[config.mk]
export PLATFORM = sky130hd
export DESIGN_NAME = key_multi_toggle
export DESIGN_NICKNAME = d
export VERILOG_FILES = /design/src/rtl/key_pkg.sv /design/src/rtl/key_channel.sv /design/src/rtl/key_multi_toggle.sv
export SDC_FILE = /design/constraint.sdc
export NUM_CORES = 1
export LEC_CHECK = 0
export BUFFER_PORTS_ARGS = -buffer_cell sky130_fd_sc_hd__buf_4
export CORE_UTILIZATION = 44
export CTS_BUF_LIST = sky130_fd_sc_hd__clkbuf_8
export DETAILED_ROUTE_END_ITERATION = 6
export GPL_ROUTABILITY_DRIVEN = 0
export GPL_TIMING_DRIVEN = 1
export PLACE_DENSITY = 0.58
export SLEW_MARGIN = 10
export SYNTH_ARGS = -nofsm -noshare
export SYNTH_HDL_FRONTEND = slang
export SYNTH_SLANG_ARGS = --single-unit
[constraint.sdc]
create_clock -name Clk -period 9.8 [get_ports Clk]
set_clock_uncertainty 0.2 [all_clocks]
set_input_delay 0.98 -clock Clk [delete_from_list [all_inputs] [get_ports Clk]]
set_output_delay 0.98 -clock Clk [all_outputs]
set_load 0.1 [all_outputs]
[src/rtl/key_pkg.sv]
// key_pkg: shared definitions for the multi-key debounce/toggle block.
//   - key_fsm_e       : per-channel debounce FSM state encoding
//   - DEF_*_CYCLES    : default cycle counts derived from a 50 MHz clock
//   - cnt_width()     : counter width needed to hold a cycle count
package key_pkg;

  typedef enum logic [1:0] {
    UP         = 2'd0,
    PRESS_FILT = 2'd1,
    DOWN       = 2'd2,
    REL_FILT   = 2'd3
  } key_fsm_e;

  localparam int CLK_HZ              = 50_000_000;
  localparam int DEF_DEBOUNCE_CYCLES = CLK_HZ / 50;  // 20 ms
  localparam int DEF_LONG_CYCLES     = CLK_HZ;       // 1 s
  localparam int DEF_REPEAT_CYCLES   = CLK_HZ / 5;   // 200 ms

  // Width of a counter that must represent values 0 .. cycles-1.
  function automatic int cnt_width(input int cycles);
    return (cycles < 2) ? 1 : $clog2(cycles);
  endfunction

endpackage

[src/rtl/key_channel.sv]
// key_channel: one key input path.
//   2-FF synchroniser -> polarity normalisation -> debounce FSM
//   (UP / PRESS_FILT / DOWN / REL_FILT) -> registered pulses and toggle.
// Optional feature macro: KEY_AUTO_REPEAT_EN (auto-repeat after long press).
// Ports:
//   clk, rst       : clock, asynchronous active-high reset
//   key_raw        : raw asynchronous key level
//   toggle_clr     : synchronous clear of toggle_out (wins over a press)
//   key_state      : debounced level, 1 = pressed
//   press_pulse    : 1-cycle pulse on accepted press
//   release_pulse  : 1-cycle pulse on accepted release
//   long_pulse     : 1-cycle pulse once per press after LONG_CYCLES held
//   repeat_pulse   : auto-repeat pulses (0 when feature compiled out)
//   toggle_out     : flips on each accepted press
module key_channel
  import key_pkg::*;
#(
  parameter int ACTIVE_LOW      = 1,
  parameter int DEBOUNCE_CYCLES = DEF_DEBOUNCE_CYCLES,
  parameter int LONG_CYCLES     = DEF_LONG_CYCLES,
  parameter int REPEAT_CYCLES   = DEF_REPEAT_CYCLES
) (
  input  logic clk,
  input  logic rst,
  input  logic key_raw,
  input  logic toggle_clr,
  output logic key_state,
  output logic press_pulse,
  output logic release_pulse,
  output logic long_pulse,
  output logic repeat_pulse,
  output logic toggle_out
);

  localparam int CW = cnt_width(DEBOUNCE_CYCLES);
  // Hold counter saturates at LONG_CYCLES, so it needs one extra value.
  localparam int HW = cnt_width(LONG_CYCLES + 1);

  localparam logic [CW-1:0] DEB_LAST  = CW'(DEBOUNCE_CYCLES - 1);
  localparam logic [HW-1:0] HOLD_LAST = HW'(LONG_CYCLES - 1);
  localparam logic [HW-1:0] HOLD_MAX  = HW'(LONG_CYCLES);

  // Synchroniser resets to the released level so a key held through reset
  // still has to pass a full debounce.
  localparam logic IDLE_LVL = (ACTIVE_LOW != 0) ? 1'b1 : 1'b0;

  if (DEBOUNCE_CYCLES < 2 || LONG_CYCLES <= DEBOUNCE_CYCLES || REPEAT_CYCLES < 1)
  begin : g_param_err
    $error("key_channel: invalid cycle parameters");
  end

  // ---- stage p0/p1: metastability synchroniser ----
  logic sync_p0;
  logic sync_p1;
  logic k;

  always_ff @(posedge clk or posedge rst) begin
    if (rst) begin
      sync_p0 <= IDLE_LVL;
      sync_p1 <= IDLE_LVL;
    end else begin
      sync_p0 <= key_raw;
      sync_p1 <= sync_p0;
    end
  end

  assign k = (ACTIVE_LOW != 0) ? ~sync_p1 : sync_p1;

  // ---- debounce FSM: next-state and event decode ----
  key_fsm_e      state;
  key_fsm_e      state_nxt;
  logic [CW-1:0] cnt;
  logic [CW-1:0] cnt_nxt;
  logic [HW-1:0] hold;
  logic [HW-1:0] hold_nxt;
  logic          press_evt;
  logic          release_evt;
  logic          long_evt;

  always_comb begin
    state_nxt   = state;
    cnt_nxt     = cnt;
    hold_nxt    = hold;
    press_evt   = 1'b0;
    release_evt = 1'b0;
    long_evt    = 1'b0;
    case (state)
      UP: begin
        if (k) begin
          state_nxt = PRESS_FILT;
          cnt_nxt   = '0;
        end
      end
      PRESS_FILT: begin
        if (!k) begin
          state_nxt = UP;
          cnt_nxt   = '0;
        end else if (cnt == DEB_LAST) begin
          state_nxt = DOWN;
          press_evt = 1'b1;
          hold_nxt  = '0;
          cnt_nxt   = '0;
        end else begin
          cnt_nxt = cnt + 1'b1;
        end
      end
      DOWN: begin
        // hold passes through HOLD_LAST exactly once per press since it
        // only increments (frozen in REL_FILT) and saturates above it.
        if (hold != HOLD_MAX) hold_nxt = hold + 1'b1;
        if (hold == HOLD_LAST) long_evt = 1'b1;
        if (!k) begin
          state_nxt = REL_FILT;
          cnt_nxt   = '0;
        end
      end
      REL_FILT: begin
        // A bounce back to pressed keeps hold, so long-press timing continues.
        if (k) begin
          state_nxt = DOWN;
        end else if (cnt == DEB_LAST) begin
          state_nxt   = UP;
          release_evt = 1'b1;
          cnt_nxt     = '0;
        end else begin
          cnt_nxt = cnt + 1'b1;
        end
      end
      default: state_nxt = UP;
    endcase
  end

  // ---- stage p2: registered state and outputs ----
  always_ff @(posedge clk or posedge rst) begin
    if (rst) begin
      state         <= UP;
      cnt           <= '0;
      hold          <= '0;
      key_state     <= 1'b0;
      press_pulse   <= 1'b0;
      release_pulse <= 1'b0;
      long_pulse    <= 1'b0;
      toggle_out    <= 1'b0;
    end else begin
      state         <= state_nxt;
      cnt           <= cnt_nxt;
      hold          <= hold_nxt;
      press_pulse   <= press_evt;
      release_pulse <= release_evt;
      long_pulse    <= long_evt;
      if (press_evt)        key_state <= 1'b1;
      else if (release_evt) key_state <= 1'b0;
      // Clear has priority over a coincident press.
      if (toggle_clr)      toggle_out <= 1'b0;
      else if (press_evt)  toggle_out <= ~toggle_out;
    end
  end

`ifdef KEY_AUTO_REPEAT_EN
  localparam int RW = cnt_width(REPEAT_CYCLES);
  localparam logic [RW-1:0] REP_LAST = RW'(REPEAT_CYCLES - 1);

  logic          rep_armed;
  logic [RW-1:0] rep_cnt;
  logic          held;
  logic          rep_evt;

  assign held    = (state == DOWN) || (state == REL_FILT);
  assign rep_evt = rep_armed && held && (rep_cnt == REP_LAST);

  // Counting starts on the edge that registers long_pulse, so the first
  // repeat lands REPEAT_CYCLES after it.
  always_ff @(posedge clk or posedge rst) begin
    if (rst) begin
      rep_armed    <= 1'b0;
      rep_cnt      <= '0;
      repeat_pulse <= 1'b0;
    end else begin
      repeat_pulse <= rep_evt;
      if (state_nxt == UP) begin
        rep_armed <= 1'b0;
        rep_cnt   <= '0;
      end else if (long_evt) begin
        rep_armed <= 1'b1;
        rep_cnt   <= '0;
      end else if (rep_armed && held) begin
        rep_cnt <= rep_evt ? '0 : rep_cnt + 1'b1;
      end
    end
  end
`else
  assign repeat_pulse = 1'b0;
`endif

endmodule

[src/rtl/key_multi_toggle.sv]
// key_multi_toggle: NUM_KEYS independent debounce/toggle channels for the
// board buttons feeding the HR/SpO2 control logic.
// Optional feature macro: KEY_AUTO_REPEAT_EN (Repeat_Pulse auto-repeat after
// a long press; Repeat_Pulse is constant 0 when undefined).
// Ports (all vectors NUM_KEYS wide, one bit per channel):
//   Clk            : system clock (50 MHz)
//   Rst            : asynchronous reset, active-high
//   Key_In         : raw asynchronous key inputs
//   Toggle_Clr     : synchronous per-channel clear of Toggle_Out
//   Key_State      : debounced level, 1 = pressed
//   Press_Pulse    : 1-cycle pulse on accepted press
//   Release_Pulse  : 1-cycle pulse on accepted release
//   Long_Pulse     : 1-cycle pulse once per press after LONG_CYCLES held
//   Repeat_Pulse   : auto-repeat pulses
//   Toggle_Out     : toggles on each accepted press
module key_multi_toggle
  import key_pkg::*;
#(
  parameter int NUM_KEYS        = 4,
  parameter int ACTIVE_LOW      = 1,
  parameter int DEBOUNCE_CYCLES = DEF_DEBOUNCE_CYCLES,
  parameter int LONG_CYCLES     = DEF_LONG_CYCLES,
  parameter int REPEAT_CYCLES   = DEF_REPEAT_CYCLES
) (
  input  logic                Clk,
  input  logic                Rst,
  input  logic [NUM_KEYS-1:0] Key_In,
  input  logic [NUM_KEYS-1:0] Toggle_Clr,
  output logic [NUM_KEYS-1:0] Key_State,
  output logic [NUM_KEYS-1:0] Press_Pulse,
  output logic [NUM_KEYS-1:0] Release_Pulse,
  output logic [NUM_KEYS-1:0] Long_Pulse,
  output logic [NUM_KEYS-1:0] Repeat_Pulse,
  output logic [NUM_KEYS-1:0] Toggle_Out
);

  if (NUM_KEYS < 1 || NUM_KEYS > 16) begin : g_num_keys_err
    $error("key_multi_toggle: NUM_KEYS must be 1..16");
  end

  for (genvar i = 0; i < NUM_KEYS; i++) begin : g_ch
    key_channel #(
      .ACTIVE_LOW      (ACTIVE_LOW),
      .DEBOUNCE_CYCLES (DEBOUNCE_CYCLES),
      .LONG_CYCLES     (LONG_CYCLES),
      .REPEAT_CYCLES   (REPEAT_CYCLES)
    ) u_ch (
      .clk           (Clk),
      .rst           (Rst),
      .key_raw       (Key_In[i]),
      .toggle_clr    (Toggle_Clr[i]),
      .key_state     (Key_State[i]),
      .press_pulse   (Press_Pulse[i]),
      .release_pulse (Release_Pulse[i]),
      .long_pulse    (Long_Pulse[i]),
      .repeat_pulse  (Repeat_Pulse[i]),
      .toggle_out    (Toggle_Out[i])
    );
  end

endmodule

Word-level counts from Yosys, hierarchy flattened
Cells that the tools add are included.
{"block": "totals", "ramBits": 0, "n_memories": 0, "word_cells": 248, "out_inout_bits": 24, "ff_bits": 220, "latch_bits": 0, "inputBits": 10, "mem_bits_ro": 0}
{"block": "op_classes", "n_addsub": 8, "n_eq_ne": 56, "order_cmp": 0, "reduce_logical": 28, "n_mux": 112, "div_mod_pow": 0, "multipliers": 0, "bitwise_logic": 4, "n_shift": 0}
{"cell": "20-bit two-way mux", "n": 20}
{"cell": "20-bit case mux with 4 select lines", "n": 4}
{"cell": "26-bit two-way mux", "n": 12}
{"cell": "26-bit case mux with 2 select lines", "n": 4}
{"cell": "26-bit by 1-bit adder with 26-bit output, second input constant", "n": 4}
{"cell": "26-bit == test, second input constant", "n": 4}
{"cell": "26-bit != test, second input constant", "n": 4}
{"cell": "20-bit by 1-bit adder with 20-bit output, second input constant", "n": 4}
{"cell": "20-bit == test, second input constant", "n": 4}
{"cell": "2-bit two-way mux", "n": 24}
{"cell": "1-bit two-way mux", "n": 44}
{"cell": "2-bit by 1-bit != test with 1-bit output, second input constant", "n": 16}
{"cell": "2-bit case mux with 4 select lines", "n": 4}
{"cell": "4-bit AND reduction", "n": 8}
{"cell": "2-bit nonzero test", "n": 12}
{"cell": "2-bit == test, second input constant", "n": 8}
{"cell": "2-bit != test, second input constant", "n": 8}
{"cell": "3-bit by 1-bit != test with 1-bit output, second input constant", "n": 4}
{"cell": "3-bit != test, second input constant", "n": 4}
{"cell": "3-bit AND reduction", "n": 4}
{"cell": "2-bit by 1-bit == test with 1-bit output, second input constant", "n": 4}
{"cell": "2-bit logical NOT", "n": 4}
{"cell": "1-bit inverter", "n": 4}

Depth between registers and ports, before layout
Gate-level depths: netlist of the first run.
{"block": "logic_depth", "word_depth": 6, "depth_mapped": 8, "ltp_nobuf": 7}

Cells and area by module
A second synthesis of the first run with hierarchy kept.
{"block": "hier_totals", "cells_unflattened": 1244, "area_unflattened_um2": 11596.1}
{"mod": "key_channel (g_ch[1].u_ch ...)", "cells_each": 306, "seq_area_each_um2": 1378.8, "area_per_inst_um2": 2887.8, "instances": 2}
{"mod": "key_channel (g_ch[3].u_ch)", "cells_each": 323, "seq_area_each_um2": 1378.8, "area_per_inst_um2": 2916.5, "instances": 1}
{"mod": "key_channel (g_ch[0].u_ch)", "cells_each": 309, "seq_area_each_um2": 1378.8, "area_per_inst_um2": 2904.0, "instances": 1}

Least setup slack after synthesis of the first run
Ideal clock, no wire load.
{"block": "synth_path", "kind": "register to register", "startpoint": "reg g_ch[2].u_ch.cnt[0]", "endpoint": "reg g_ch[2].u_ch.hold[7]", "slack_ps": 7414, "t_required_ps": 9473, "arrival_time_ps": 2060, "synth_period_minus_slack_ps": 2386, "stages_incl_launch_ff": 8, "n_path_buf": 1, "setup_time_ps": 127, "path_cell_list": "dfrtp_1 > ha_1 > and3_1 > nand4_1 > or4_1 > nor3_2 > buf_4 > a21oi_1"}
{"block": "synth_via", "elab_chain_cells": 3}
{"element": "start: declaration", "line": "key_channel.sv:72", "source": "logic [CW-1:0] cnt;"}
{"element": "start signal: assignment", "line": "key_channel.sv:146", "source": "cnt <= cnt_nxt;"}
{"element": "20-bit == test", "line": "key_channel.sv:98", "source": "end else if (cnt == DEB_LAST) begin"}
{"element": "2-bit by 1-bit != test with 1-bit output (no source line)"}
{"element": "4-bit AND reduction (no source line)"}
{"element": "end signal: assignment", "line": "key_channel.sv:147", "source": "hold <= hold_nxt;"}
{"element": "end: declaration", "line": "key_channel.sv:74", "source": "logic [HW-1:0] hold;"}
No other way between the ends.
A chain may end at the register's enable or synchronous reset.

Worst setup path in the final report of the first run
{"block": "layout_path", "startpoint": "reg g_ch[2].u_ch.cnt[0]", "endpoint": "reg g_ch[2].u_ch.hold[13]"}
Same word-level chain as after synthesis.

==> results of run 1 <==
==> final cells by class <==
class	instances	area, sq um	share of cell area [%]
clock buffers	52	715.7	5.530
clock inverters	21	170.2	1.315
inverters	36	142.6	1.102
multi-input cells	923	5693	43.99
flip-flops and latches	220	5515	42.62
well taps	335	419.2	3.239
repair buffers	38	285.3	2.204
==> through the flow <==
stage / utilization (%) / setup WS [ns]
floorplan: - / 2.612
CTS: 49.58 / 6.812
global route: 49.66 / 6.523
finish: 49.66 / 6.847
global placement: 46.19 / 6.598
detailed placement: 46.19 / 6.579
==> power breakdown <==
part	internal [mW]	switching, mW	leakage, nW	total [mW]
clock network	0.555	0.387	0.496	0.942
registers	0.928	0.0258	3.03	0.953
logic	0.0378	0.0985	2.12	0.136
total	1.52	0.511	5.65	2.03
==> worst max-delay path: stages, from the launching register on <==
cell                      delay [ns]
sky130_fd_sc_hd__dfrtp_1        0.40
sky130_fd_sc_hd__ha_1           0.21
sky130_fd_sc_hd__and3_1         0.21
sky130_fd_sc_hd__nand4_1        0.24
sky130_fd_sc_hd__or4_1          0.70
sky130_fd_sc_hd__nor3_2         0.72
sky130_fd_sc_hd__nor2_1         0.12
==> worst paths after layout <==
path                                 startpoint                       end  slack, ns  cells after the start
setup reg to reg            g_ch[2].u_ch.cnt[0]     g_ch[2].u_ch.hold[13]       6.85                      6
hold reg to reg            g_ch[1].u_ch.sync_p0      g_ch[1].u_ch.sync_p1       0.15                      0
setup / recovery            g_ch[2].u_ch.cnt[0]     g_ch[2].u_ch.hold[13]       6.85                      6
max in group asynchronous                   Rst       g_ch[2].u_ch.cnt[4]       7.28                      3
hold / removal             g_ch[1].u_ch.sync_p0      g_ch[1].u_ch.sync_p1       0.15                      0
min in group asynchronous                   Rst  g_ch[1].u_ch.press_pulse       0.46                      2
==> logic make-up (layout without fill, tap and decap cells) <==
family	after synthesis	after routing	synth area share, %
adder cells (fa/ha/maj)	12	12	1.286
XOR/XNOR	117	117	8.775
AO/OA/AOI/OAI	174	174	9.933
other	1	4	0.03211
flip-flops	220	220	47.23
buffers and inverters	107	147	4.361
AND/OR/NAND/NOR	611	611	27.93
multiplexers	5	5	0.4500
==> flip-flops by register name, summed over array words and instances, names as in the netlist, named ones only <==
name                     cells
g_ch.u_ch.cnt               80
g_ch.u_ch.hold             104
g_ch.u_ch.key_state          4
g_ch.u_ch.long_pulse         4
g_ch.u_ch.press_pulse        4
g_ch.u_ch.release_pulse      4
g_ch.u_ch.state              4
g_ch.u_ch.sync_p0            4
g_ch.u_ch.sync_p1            4
g_ch.u_ch.toggle_out         4
==> synth_stat cells, types with 12 or more instances <==
library cell	number
sky130_fd_sc_hd__buf_4	25
sky130_fd_sc_hd__clkbuf_1	40
sky130_fd_sc_hd__a31oi_1	31
sky130_fd_sc_hd__ha_1	12
sky130_fd_sc_hd__and2_1	12
sky130_fd_sc_hd__nand2b_1	18
sky130_fd_sc_hd__nor4_1	32
sky130_fd_sc_hd__nand2_1	85
sky130_fd_sc_hd__a21oi_1	32
sky130_fd_sc_hd__nand4_1	67
sky130_fd_sc_hd__nor2_1	154
sky130_fd_sc_hd__nand3_1	77
sky130_fd_sc_hd__nor3_1	34
sky130_fd_sc_hd__or3_1	16
sky130_fd_sc_hd__nor2b_1	14
sky130_fd_sc_hd__xnor2_1	37
sky130_fd_sc_hd__dfrtp_1	212
sky130_fd_sc_hd__and4_1	17
sky130_fd_sc_hd__xor2_1	80
sky130_fd_sc_hd__inv_1	36
sky130_fd_sc_hd__and3_1	36
sky130_fd_sc_hd__o21ai_0	43
==> layer usage <==
| layer | up-vias | routed length (um) | share of wire (%) | GRT usage, % |
|---|---|---|---|---|
| met4 | 0 | 603 | 2.5 | 6.839 |
| met3 | 51 | 770 | 3.2 | 2.938 |
| met5 | - | 0 | 0 | 0 |
| li1 | 4500 | - | - | - |
| met2 | 121 | 10630 | 45 | 28.76 |
| met1 | 4410 | 11720 | 49 | 25.52 |
==> flow_results.org, run 1 <==
** Floorplanning
- For this configuration, the core starts out at a cell density of approximately 45%.
- Standard-cell row count :: 59
- The region available for standard cell placement spans 0.02606 sq mm.
- 34 I/O pins were placed.
- Die area :: approximately 0.027 sq mm
- The die is ~160 um tall.
- Die Wd :: roughly 160 um

** Yosys
- Portion of the post-synthesis area used by sequential elements :: between 40% and 50%
- Count of cell types in the netlist :: just under 70
- Yosys printed 0 warnings.
- Netlist area before placement :: 0.01168 sq mm
- Area contributors post-synth :: sky130_fd_sc_hd__dfrtp_1 (45%), sky130_fd_sc_hd__xor2_1 (6.0%), sky130_fd_sc_hd__nor2_1 (5.0%)
- Mean instance size in the synthesized netlist :: roughly 9.4 sq um
- Top cell type by total area after synthesis :: sky130_fd_sc_hd__dfrtp_1
- In this run, synthesis produced a sequential element count of 220.
- In the synthesized netlist the async set-or-reset flop fraction comes to 100.0%.
- Number of synthesized flops with an enable pin :: 0
- Synthesis produced 1247 cells.
- Top flip-flop cell by instance count after synthesis :: sky130_fd_sc_hd__dfrtp_1
- Area share of the largest cell type after synthesis :: 45.43%

** Place
- IO Port Bufs :: 29
- Once placement completed, the tool counted placed cells totaling between 1500 and 2000.
- After legalization and detailed placement, the total HPWL measured approximately 15000 um.
- Placed instance area :: 0.01204 sq mm

** CTS
- TritonCTS clock tree :: yes
- The number of clock buffers added by TritonCTS is 40.
- The longest clock path from root to sink contains 3 buffers.
- After clock tree synthesis, the clock-pin slew on the worst setup and hold paths is approximately 0.06 ns.
- Clock Latency Late Sink :: 0.54 ns
- Buffers inserted to repair hold after CTS numbered 0.
- Clock tree synthesis selected as its root buffer the cell sky130_fd_sc_hd__clkbuf_8.
- Number of sinks driven by the clock tree :: 220
- Buffers inserted during post-CTS setup optimization :: 0
- The number of gates resized after CTS was 0.
- CTS H-tree lvls :: 2

** Detailed routing
- First drt pass iteration count :: 5
- Ratio of routed vias to standard cells :: 5.589
- In this run, the number of DRC markers left after iteration 0 of detailed routing was between 500 and 600.
- WL final :: 23730 um
- Vias :: 9082
- Once detail routing completed, the nets flagged for antenna violations numbered 0.
- Detailed-route wire length per cell :: 14.60 um
- For this run, design rule violations remaining after detail routing come to 0.

** Setup path
- At the worst endpoint, the arrival time is 3.13 ns.
- The critical path is of the register to register type.
- STA classifies the critical path endpoint as a register.
- Maximum fanout encountered on the critical timing path :: 13
- Worst endpoint required time :: 9.98 ns
- The worst setup path is launched from a register.

** Timing
- Transition time at the pin with the least slew margin :: roughly 1.2 ns
- In this run the tightest slew margin relative to its limit is 22.13%.
- Setup repair after global routing left no endpoint under its margin.
- For the final routed database, the setup TNS stands at 0 ns.
- Max-slew violation count :: 0
- Portion of the clock cycle consumed by the worst path in the final layout :: 30.13%
- The final hold violation count was 0.
- Setup violations remaining at the end of the flow were counted as 0.
- Final hold slack :: 0.1548 ns
- Derived from the worst setup path, the maximum achievable clock frequency is about 0.34 GHz.
- The worst path needs 2.953 ns of the cycle, external delays included.

** GRT
- In the global route stage, overall resource usage came out at a little under a fifth.
- Global route total overflow :: 0
- The number of antenna violations at the first check in global routing is 0.
- Wire length of the first global-routing pass :: 41320 um
- Entering global routing, the biggest net connects ~140 pins.
- The number of global-route vias before repair is 8684.

** Finish
- Compared with the post-synthesis result, the final layout area differs by 10.82%.
- Share of post-route cells with drive strength above 1 :: 9.845%
- Final instance area :: 0.01294 sq mm
- Count of fill cells added during filler insertion :: 2439
- Nets :: 1281
- Once layout is complete, the cells apart from fillers number 1625.
- Leaving out fill and tap cells, the most frequent cell in the layout is sky130_fd_sc_hd__dfrtp_1.
- 0 antenna diodes ended up in the layout.
- Most frequent cells in the layout :: sky130_fd_sc_hd__dfrtp_1 (212), sky130_fd_sc_hd__nor2_1 (154), sky130_fd_sc_hd__nand2_1 (85)

** Power and ir drop
- Total Power :: 2.032 mW
- Power spread over the standard cell area amounts to 157.0 mW/mm^2.
- Leakage Power :: 5.646 nW
- Across the VDD grid, the largest voltage drop is 0.09477 mV.

** Hold path
- The worst hold path belongs to the class register to register.

** Outcome
- Outcome :: complete, no violations

** Run
- Max Cap Viol :: 0
(Power assumes the default switching activity.)
==> inputs of run 2 (changes only) <==
ABC_AREA = 1   (was default)
clock period = 2.8 ns   (was 9.8 ns; I/O delays follow)
==> flow_results.org, run 2 <==
** Outcome
- The flow ran to the end, but the final reports show violations.
- Violated checks :: design-rule violations

** Detailed routing
- Detailed-route wire length per cell :: 12.99 um (-11%)
- WL final :: 32570 um (+37%)
- Vias :: 12620 (+39%)
- First drt pass iteration count :: 7 (+2)
- Ratio of routed vias to standard cells :: 5.035 (-9.9%)
- The number of remaining DRC errors was 4 (+4).
- The starting DRC count in detailed routing was 824 (+44%).
- The number of antenna-violating nets in the routed design is 0 (unchanged).

** Floorplanning
- The vertical die dimension came to 179.4 um (+8.8%).
- The core footprint is 0.03075 sq mm (+18%).
- The die width is 179.4 um (+8.8%).
- Standard-cell row count :: 64 (+8.5%)
- Die area :: 0.03218 sq mm (+18%)
- The initial core utilization is 45.02% (+0.21 points).
- The number of primary I/O pins was 34 (unchanged).

** CTS
- The later-pin clock latency in the skew report came to 0.56 ns (+0.02 ns).
- Bufs on Longest Clock Path :: 3 (unchanged)
- The clock sink total came to 220 (unchanged).
- Buffers inserted during post-CTS setup optimization :: 0 (unchanged)
- TritonCTS clock tree :: yes
- The total number of H-tree levels came to 2 (unchanged).
- The clock slew at the register clock pins of the worst setup and hold paths was 0.06 ns (about the same).
- CTS Buf Count :: 41 (+2.5%)
- The tree is rooted in a sky130_fd_sc_hd__clkbuf_8.

** Finish
- Area growth from synthesis to layout :: 10.59%
- Nets :: 2104 (+64%)
- In the final layout, the registers with the most flip-flops are g_ch.u_ch.hold (104), g_ch.u_ch.cnt (80).
- Number of flip-flops under the largest register name :: 104 (unchanged)
- Register bank with the most flops :: g_ch.u_ch.hold
- Diode count :: 0 (unchanged)
- The share of final-layout standard cells stronger than drive strength 1 came to 8.432% (-1.4 points).
- The library cell used most frequently in the layout, excluding fill and tap cells, is sky130_fd_sc_hd__nand2_1.
- Number of non-filler instances in the completed layout :: 2507 (+54%)
- The top cell types in the final layout, fill and taps aside, are sky130_fd_sc_hd__nand2_1 (630), sky130_fd_sc_hd__nor2_1 (350), sky130_fd_sc_hd__nand3_1 (228).

** Timing
- The final hold violation count is 0 (unchanged).
- The final period utilization is 79.04% (+49 points).
- The final critical delay including setup and external delays is 2.213 ns (-0.7399 ns).
- The headroom to the max-slew limit is 48.04% (+26 points).
- Setup violation total in the final timing report :: 0 (unchanged)
- Transition time at the pin with the least slew margin :: 0.7778 ns (-0.3796 ns)
- The setup TNS after final layout came to 0 ns (unchanged).
- Max-slew violation count :: 0 (unchanged)
- FMAX :: 0.4519 GHz (+33%)
- RSZ-0062 raised after global routing :: false

** Yosys
- Area share of the largest cell type after synthesis :: 38.32% (-7.1 points)
- The instance count of the mapped netlist is 2032 (+63%).
- Total of flip-flops plus latches after synthesis :: 220 (unchanged)
- The mean post-synth cell area is 6.813 sq um (-27%).
- The share of async-settable or async-resettable flops after synthesis came to 100.0% (unchanged).
- In the synthesized netlist, the cells that appear most often are sky130_fd_sc_hd__nand2_1 (630), sky130_fd_sc_hd__nor2_1 (350), sky130_fd_sc_hd__nand3_1 (228).
- Most repeated cell in the gate-level netlist after synthesis :: sky130_fd_sc_hd__nand2_1
- The count of yosys warnings during synthesis is 0 (unchanged).
- Netlist area before placement :: 0.01384 sq mm (+19%)
- Area contributors post-synth :: sky130_fd_sc_hd__dfrtp_1 (38%), sky130_fd_sc_hd__nand2_1 (17%), sky130_fd_sc_hd__nor2_1 (9.5%)
- In the synthesized netlist the dominant register cell turns out to be sky130_fd_sc_hd__dfrtp_1.
- The biggest area contributor in the post-synthesis netlist is sky130_fd_sc_hd__dfrtp_1.
- Portion of the post-synthesis area used by sequential elements :: 39.84% (-7.4 points)
- The count of flip-flops with a built-in enable after synthesis is 0 (unchanged).
- The number of different library cells in the post-synthesis netlist is 44 (-36%).

** Power and ir drop
- Power density of the placed cells :: 494.1 mW/mm^2 (+210%)
- The leakage power summed over all cells was 6.922 nW (+23%).
- Maximum VDD drop :: 0.3262 mV (+240%)

** Setup path
- Longest individual stage delay on the worst path :: 0.41 ns (-0.31 ns)
- List of cells traversed by the critical path :: ha_1 -> nand3_2 -> nor2_4 -> nand3_2 -> nor2_4 -> nand2_4 -> nand2_4 -> o21ai_0
- Crit path launch type :: register
- In this design, the largest share of critical-path delay is due to simple AND/OR/NAND/NOR gates.
- Critical path's slowest cell :: sky130_fd_sc_hd__dfrtp_1
- The arrival time at the worst endpoint came to 2.43 ns (-0.70 ns).
- The worst setup path is captured at a register.
- Worst endpoint required time :: 3.01 ns (-6.97 ns)
- Maximum fanout encountered on the critical timing path :: 26 (+13)
- Buffers and inverters on the worst path :: 0 (unchanged)
- The setup path with the least slack is of type register to register.

** GRT
- Global route total overflow :: 0 (unchanged)
- The first-pass GRT wire length was 56710 um (+37%).
- Maximum number of pins on one net before global-route repair :: 44 (-68%)
- The number of antenna violations at the first check in global routing came to 0 (unchanged).
- The total routing usage reported by global routing came to 21.46% (+3.1 points).
- Number of global-route vias before repair :: 11900 (+37%)

** Place
- The number of input and output port buffers inserted was 29 (unchanged).
- The detailed-placement wirelength estimate was 23810 um (+58%).
- Total instance count after detailed placement :: 2426 (+56%)

** Run
- Max Cap Viol :: 0 (unchanged)

** Hold path
- The min-delay analysis places its worst path in the category register to register.
==> run 2: power by group <==
| part | internal [mW] | switching [mW] | leakage [nW] |
|---|---|---|---|
| Sequential | 3.27 | 0.105 | 3.03 |
| Combinational | 0.299 | 0.892 | 3.42 |
| Clock | 1.65 | 1.35 | 0.477 |
==> run 2: kinds of logic after synthesis <==
kind of cell,count (synthesis),share of synthesized area (%)
AOI/OAI and AO/OA,114,4.790
xor gates and xnor gates,69,4.366
adders and majority gates,12,1.085
buffers and inverters,276,8.686
DFF,220,39.84
other,1,0.02709
and+or+nand+nor,1340,41.21
==> run 2: routing by layer <==
| layer | track usage, % | up-vias | share of wire [%] |
|---|---|---|---|
| met5 | 0 | - | 0 |
| met3 | 3.143 | 48 | 4.2 |
| met1 | 29.40 | 5829 | 48 |
| li1 | - | 6500 | - |
| met2 | 35.16 | 246 | 46 |
| met4 | 6.162 | 0 | 2.0 |
==> run 2: final cells by class <==
cell class                      count  area, sq um
Clock buffer                       48        660.6
Clock inverter                     24        128.9
Fill cell                        3149        15440
Inverter                          218        822.0
Multi-Input combinational cell   1539         7137
Sequential cell                   220         5515
Tap cell                          396        495.5
Timing Repair Buffer               62        550.5
==> run 2: timing repair <==
action	in CTS	in global routing
setup endpoints to repair	0	0
hold buffers	9	0
hold endpoints to repair	32	0
resized for setup	0	0
==> run 2: worst register-to-register path: stages (launching register included) <==
cell	delay (ns)
sky130_fd_sc_hd__dfrtp_1	0.41
sky130_fd_sc_hd__ha_1	0.20
sky130_fd_sc_hd__nand3_2	0.11
sky130_fd_sc_hd__nor2_4	0.18
sky130_fd_sc_hd__nand3_2	0.13
sky130_fd_sc_hd__nor2_4	0.18
sky130_fd_sc_hd__nand2_4	0.17
sky130_fd_sc_hd__nand2_4	0.34
sky130_fd_sc_hd__o21ai_0	0.15
==> run 2: final timing paths <==
path                                      start                    end  slack, ns  depth (start not counted)
setup / recovery            g_ch[2].u_ch.cnt[0]  g_ch[2].u_ch.hold[18]       0.59                          8
hold reg to reg            g_ch[3].u_ch.sync_p0   g_ch[3].u_ch.sync_p1       0.14                          0
setup reg to reg            g_ch[2].u_ch.cnt[0]  g_ch[2].u_ch.hold[18]       0.59                          8
max in group asynchronous                   Rst   g_ch[3].u_ch.sync_p0       1.38                          4
min in group asynchronous                   Rst  g_ch[0].u_ch.hold[20]       0.23                          3
hold / removal             g_ch[3].u_ch.sync_p0   g_ch[3].u_ch.sync_p1       0.14                          0
==> run 2: stage by stage <==
| stage | setup WS (ns) | total power, mW | hold WS [ns] | cell area [sq um] | utilization [%] |
|---|---|---|---|---|---|
| 2_1_floorplan | -0.5415 | 4.324 | 0.08448 | 13860 | - |
| 3_3_place_gp | 0.6522 | 4.622 | 0.1492 | 14430 | 46.93 |
| 3_5_place_dp | 0.6026 | 4.628 | 0.1509 | 14430 | 46.93 |
| 4_1_cts | 0.5904 | 7.717 | 0.1371 | 15310 | 49.79 |
| 5_1_grt | 0.3835 | 7.993 | 0.1467 | 15310 | 49.79 |
| 6_report | 0.5870 | 7.565 | 0.1443 | 15310 | 49.79 |
==> inputs of run 3 (changes only) <==
PLACE_DENSITY = 0.6   (was 0.58)
clock period = 1.9 ns   (was 2.8 ns; I/O delays follow)
==> flow_results.org, run 3 (synthesis gave the netlist of run 2 again) <==
** Run
- The reported max-cap violation count came to 0 (unchanged).

** Timing
- Portion of the clock cycle consumed by the worst path in the final layout :: 99.02% (+20 points)
- The final hold violation count is 0 (unchanged).
- Setup_tns :: 0 ns (unchanged)
- FMAX :: 0.5315 GHz (+18%)
- The worst slack on hold paths is 0.09104 ns (-0.05326 ns).
- Setup repair after global routing could not meet its margin everywhere.
- Max-slew violation count :: 0 (unchanged)
- The count of final setup violators came to 0 (unchanged).
- The final critical delay including setup and external delays came to 1.881 ns (-0.3316 ns).

** CTS
- TritonCTS built the clock tree.
- CTS H-tree lvls :: 2 (unchanged)
- The clock sink total came to 220 (unchanged).
- The number of buffers created by CTS came to 41 (unchanged).
- The clock slew at the register clock pins of the worst setup and hold paths came to 0.06 ns (about the same).
- Clock Latency Late Sink :: 0.55 ns (about the same)
- Bufs on Longest Clock Path :: 3 (unchanged)
- CTS placed an instance of sky130_fd_sc_hd__clkbuf_8 at the clock tree root.

** Finish
- Commonest non-fill, non-tap cell in the layout :: sky130_fd_sc_hd__nand2_1
- Most frequent cells in the layout :: sky130_fd_sc_hd__nand2_1 (619), sky130_fd_sc_hd__nor2_1 (335), sky130_fd_sc_hd__inv_1 (211)
- Register area :: 0.005520 sq mm (about the same)
- Share of post-route cells with drive strength above 1 :: 17.75% (+9.3 points)
- The count of fill cells added during filler insertion came to 2979 (-5.4%).
- Relative to the synthesized area, the layout overhead comes to 23.06%.
- The flip-flop count of the largest register, all copies and words added came to 104 (unchanged).
- Register bank with the most flops :: g_ch.u_ch.hold
- The combined area of the multi-input logic cells is 0.007507 sq mm (+5.2%).
- Nets :: 2248 (+6.8%)
- Diode count :: 0 (unchanged)
- The final cell area excluding filler cells came to 0.01704 sq mm (+11%).
- In the final layout, the registers with the most flip-flops are g_ch.u_ch.hold (104), g_ch.u_ch.cnt (80).

** Floorplanning
- The initial core utilization is 45.02% (unchanged).
- The number of primary I/O pins came to 34 (unchanged).
- Die area :: 0.03218 sq mm (unchanged)
- The vertical die dimension was 179.4 um (unchanged).
- The floorplan row count came to 64 (unchanged).
- The core footprint is 0.03075 sq mm (unchanged).
- Die Wd :: 179.4 um (unchanged)

** Power and ir drop
- Total Power :: 12.38 mW (+64%)
- Power density of the placed cells :: 726.9 mW/mm^2 (+47%)
- Maximum VDD drop :: 0.6457 mV (+98%)
- The leakage power summed over all cells is 7.797 nW (+13%).

** Detailed routing
- The number of detailed-route iterations in the first pass came to 7 (unchanged).
- The average wire length per cell after detail routing came to 13.19 um (+1.5%).
- Ratio of routed vias to standard cells :: 4.990 (-0.89%)
- The total wire length after detailed routing is 35010 um (+7.5%).
- The starting DRC count in detailed routing is 852 (+3.4%).
- Drt drc :: 0 (-4)
- The number of antenna-violating nets in the routed design came to 0 (unchanged).
- The routed via count was 13250 (+5.0%).

** Setup path
- Worst endpoint required time :: 2.18 ns (-0.83 ns)
- The arrival time at the worst endpoint came to 2.16 ns (-0.27 ns).
- The delay of the slowest critical-path stage came to 0.43 ns (+0.02 ns).
- Maximum fanout encountered on the critical timing path :: 7 (-73%)
- The setup path with the least slack is of type register to register.
- Critical path's slowest cell :: sky130_fd_sc_hd__dfrtp_1
- STA classifies the critical path endpoint as a register.
- List of cells traversed by the critical path :: inv_1 -> ha_2 -> nand4_1 -> nor2_1 -> nand2_2 -> o21ai_4 -> buf_12 -> buf_8 -> nand3_1 -> o21ai_1
- The worst setup path is launched from a register.

** GRT
- Antenna violations before repair :: 0 (unchanged)
- The global-route congestion overflow total is 0 (unchanged).
- The total routing usage reported by global routing was 21.74% (+0.28 points).
- The first-pass GRT wire length was 57710 um (+1.8%).
- Number of global-route vias before repair :: 12230 (+2.8%)
- Maximum number of pins on one net before global-route repair :: 73 (+66%)

** Place
- IO Port Bufs :: 29 (unchanged)
- Placed instance area :: 0.01532 sq mm (+6.2%)
- Final HPWL DP :: 24390 um (+2.5%)

** Outcome
- Outcome :: complete, no violations

** Hold path
- Worst min path class :: input port to register
[run 3: changes by cell type in the layout (fill, tap and decap cells not counted), sizes merged]
cell,previous run,this run
nand2,644,647
clkinvlp,1,5
clkbuf,48,61
buf,53,190
inv,235,226
bufinv,1,0
dlygate4sd3,9,10
[run 3: cell type report]
class / count / area share (%)
clock buffers: 59 / 4.767
clock inverters: 17 / 0.4480
inverters: 218 / 4.862
multi-input cells: 1542 / 44.07
flip-flops and latches: 220 / 32.41
well taps: 396 / 2.909
repair buffers: 202 / 10.51
repair inverters: 1 / 0.02938
[run 3: worst paths after layout]
path / depth (start not counted) / to / from / slack (ns)
setup / recovery: 10 / g_ch[1].u_ch.hold[11] / g_ch[1].u_ch.hold[1] / 0.02
hold / removal: 2 / g_ch[0].u_ch.sync_p0 / Key_In[0] / 0.09
setup reg to reg: 10 / g_ch[1].u_ch.hold[11] / g_ch[1].u_ch.hold[1] / 0.02
hold reg to reg: 0 / g_ch[2].u_ch.sync_p1 / g_ch[2].u_ch.sync_p0 / 0.16
max in group asynchronous: 5 / g_ch[3].u_ch.sync_p0 / Rst / 0.27
min in group asynchronous: 4 / g_ch[0].u_ch.cnt[17] / Rst / 0.53
[run 3: power breakdown]
| group | total, mW | leakage [nW] | internal [mW] | switching (mW) |
|---|---|---|---|---|
| Sequential | 4.96 | 3.02 | 4.83 | 0.133 |
| Clock | 4.78 | 0.499 | 2.74 | 2.04 |
| Combinational | 2.64 | 4.28 | 0.962 | 1.68 |
| Total | 12.4 | 7.80 | 8.53 | 3.85 |
[run 3: layer usage]
metal  share of wire [%]  global-route usage, %
met1                  49                  30.62
met2                  45                  34.50
met3                 4.2                  3.207
met4                 2.1                  6.478
met5                   0                      0
[run 3: what timing repair did]
action / 4_1_cts / 5_1_grt
gates cloned: 0 / 7
setup buffers: 0 / 21
hold buffers: 10 / 0
resized for setup: 6 / 126
hold endpoints to repair: 224 / 0
pin swaps: 2 / 36
setup endpoints to repair: 9 / 141
[run 3: worst max-delay path: cells and delay by family (launching register included)]
| family | cells | cell delay (ns) |
|---|---|---|
| DFF | 1 | 0.43 |
| adders and majority gates | 1 | 0.18 |
| AOI/OAI and AO/OA | 2 | 0.25 |
| buffers and inverters | 3 | 0.39 |
| and+or+nand+nor | 4 | 0.35 |
[run 3: through the flow]
step | setup WS (ns) | utilization, % | instances
floorplan | -1.352 | - | 2035
global placement | 0.02754 | 49.82 | 2541
detailed placement | -0.03635 | 49.82 | 2541
CTS | 0.006121 | 53.11 | 2627
global route | -0.08624 | 55.40 | 2655
finish | 0.01860 | 55.40 | 2655
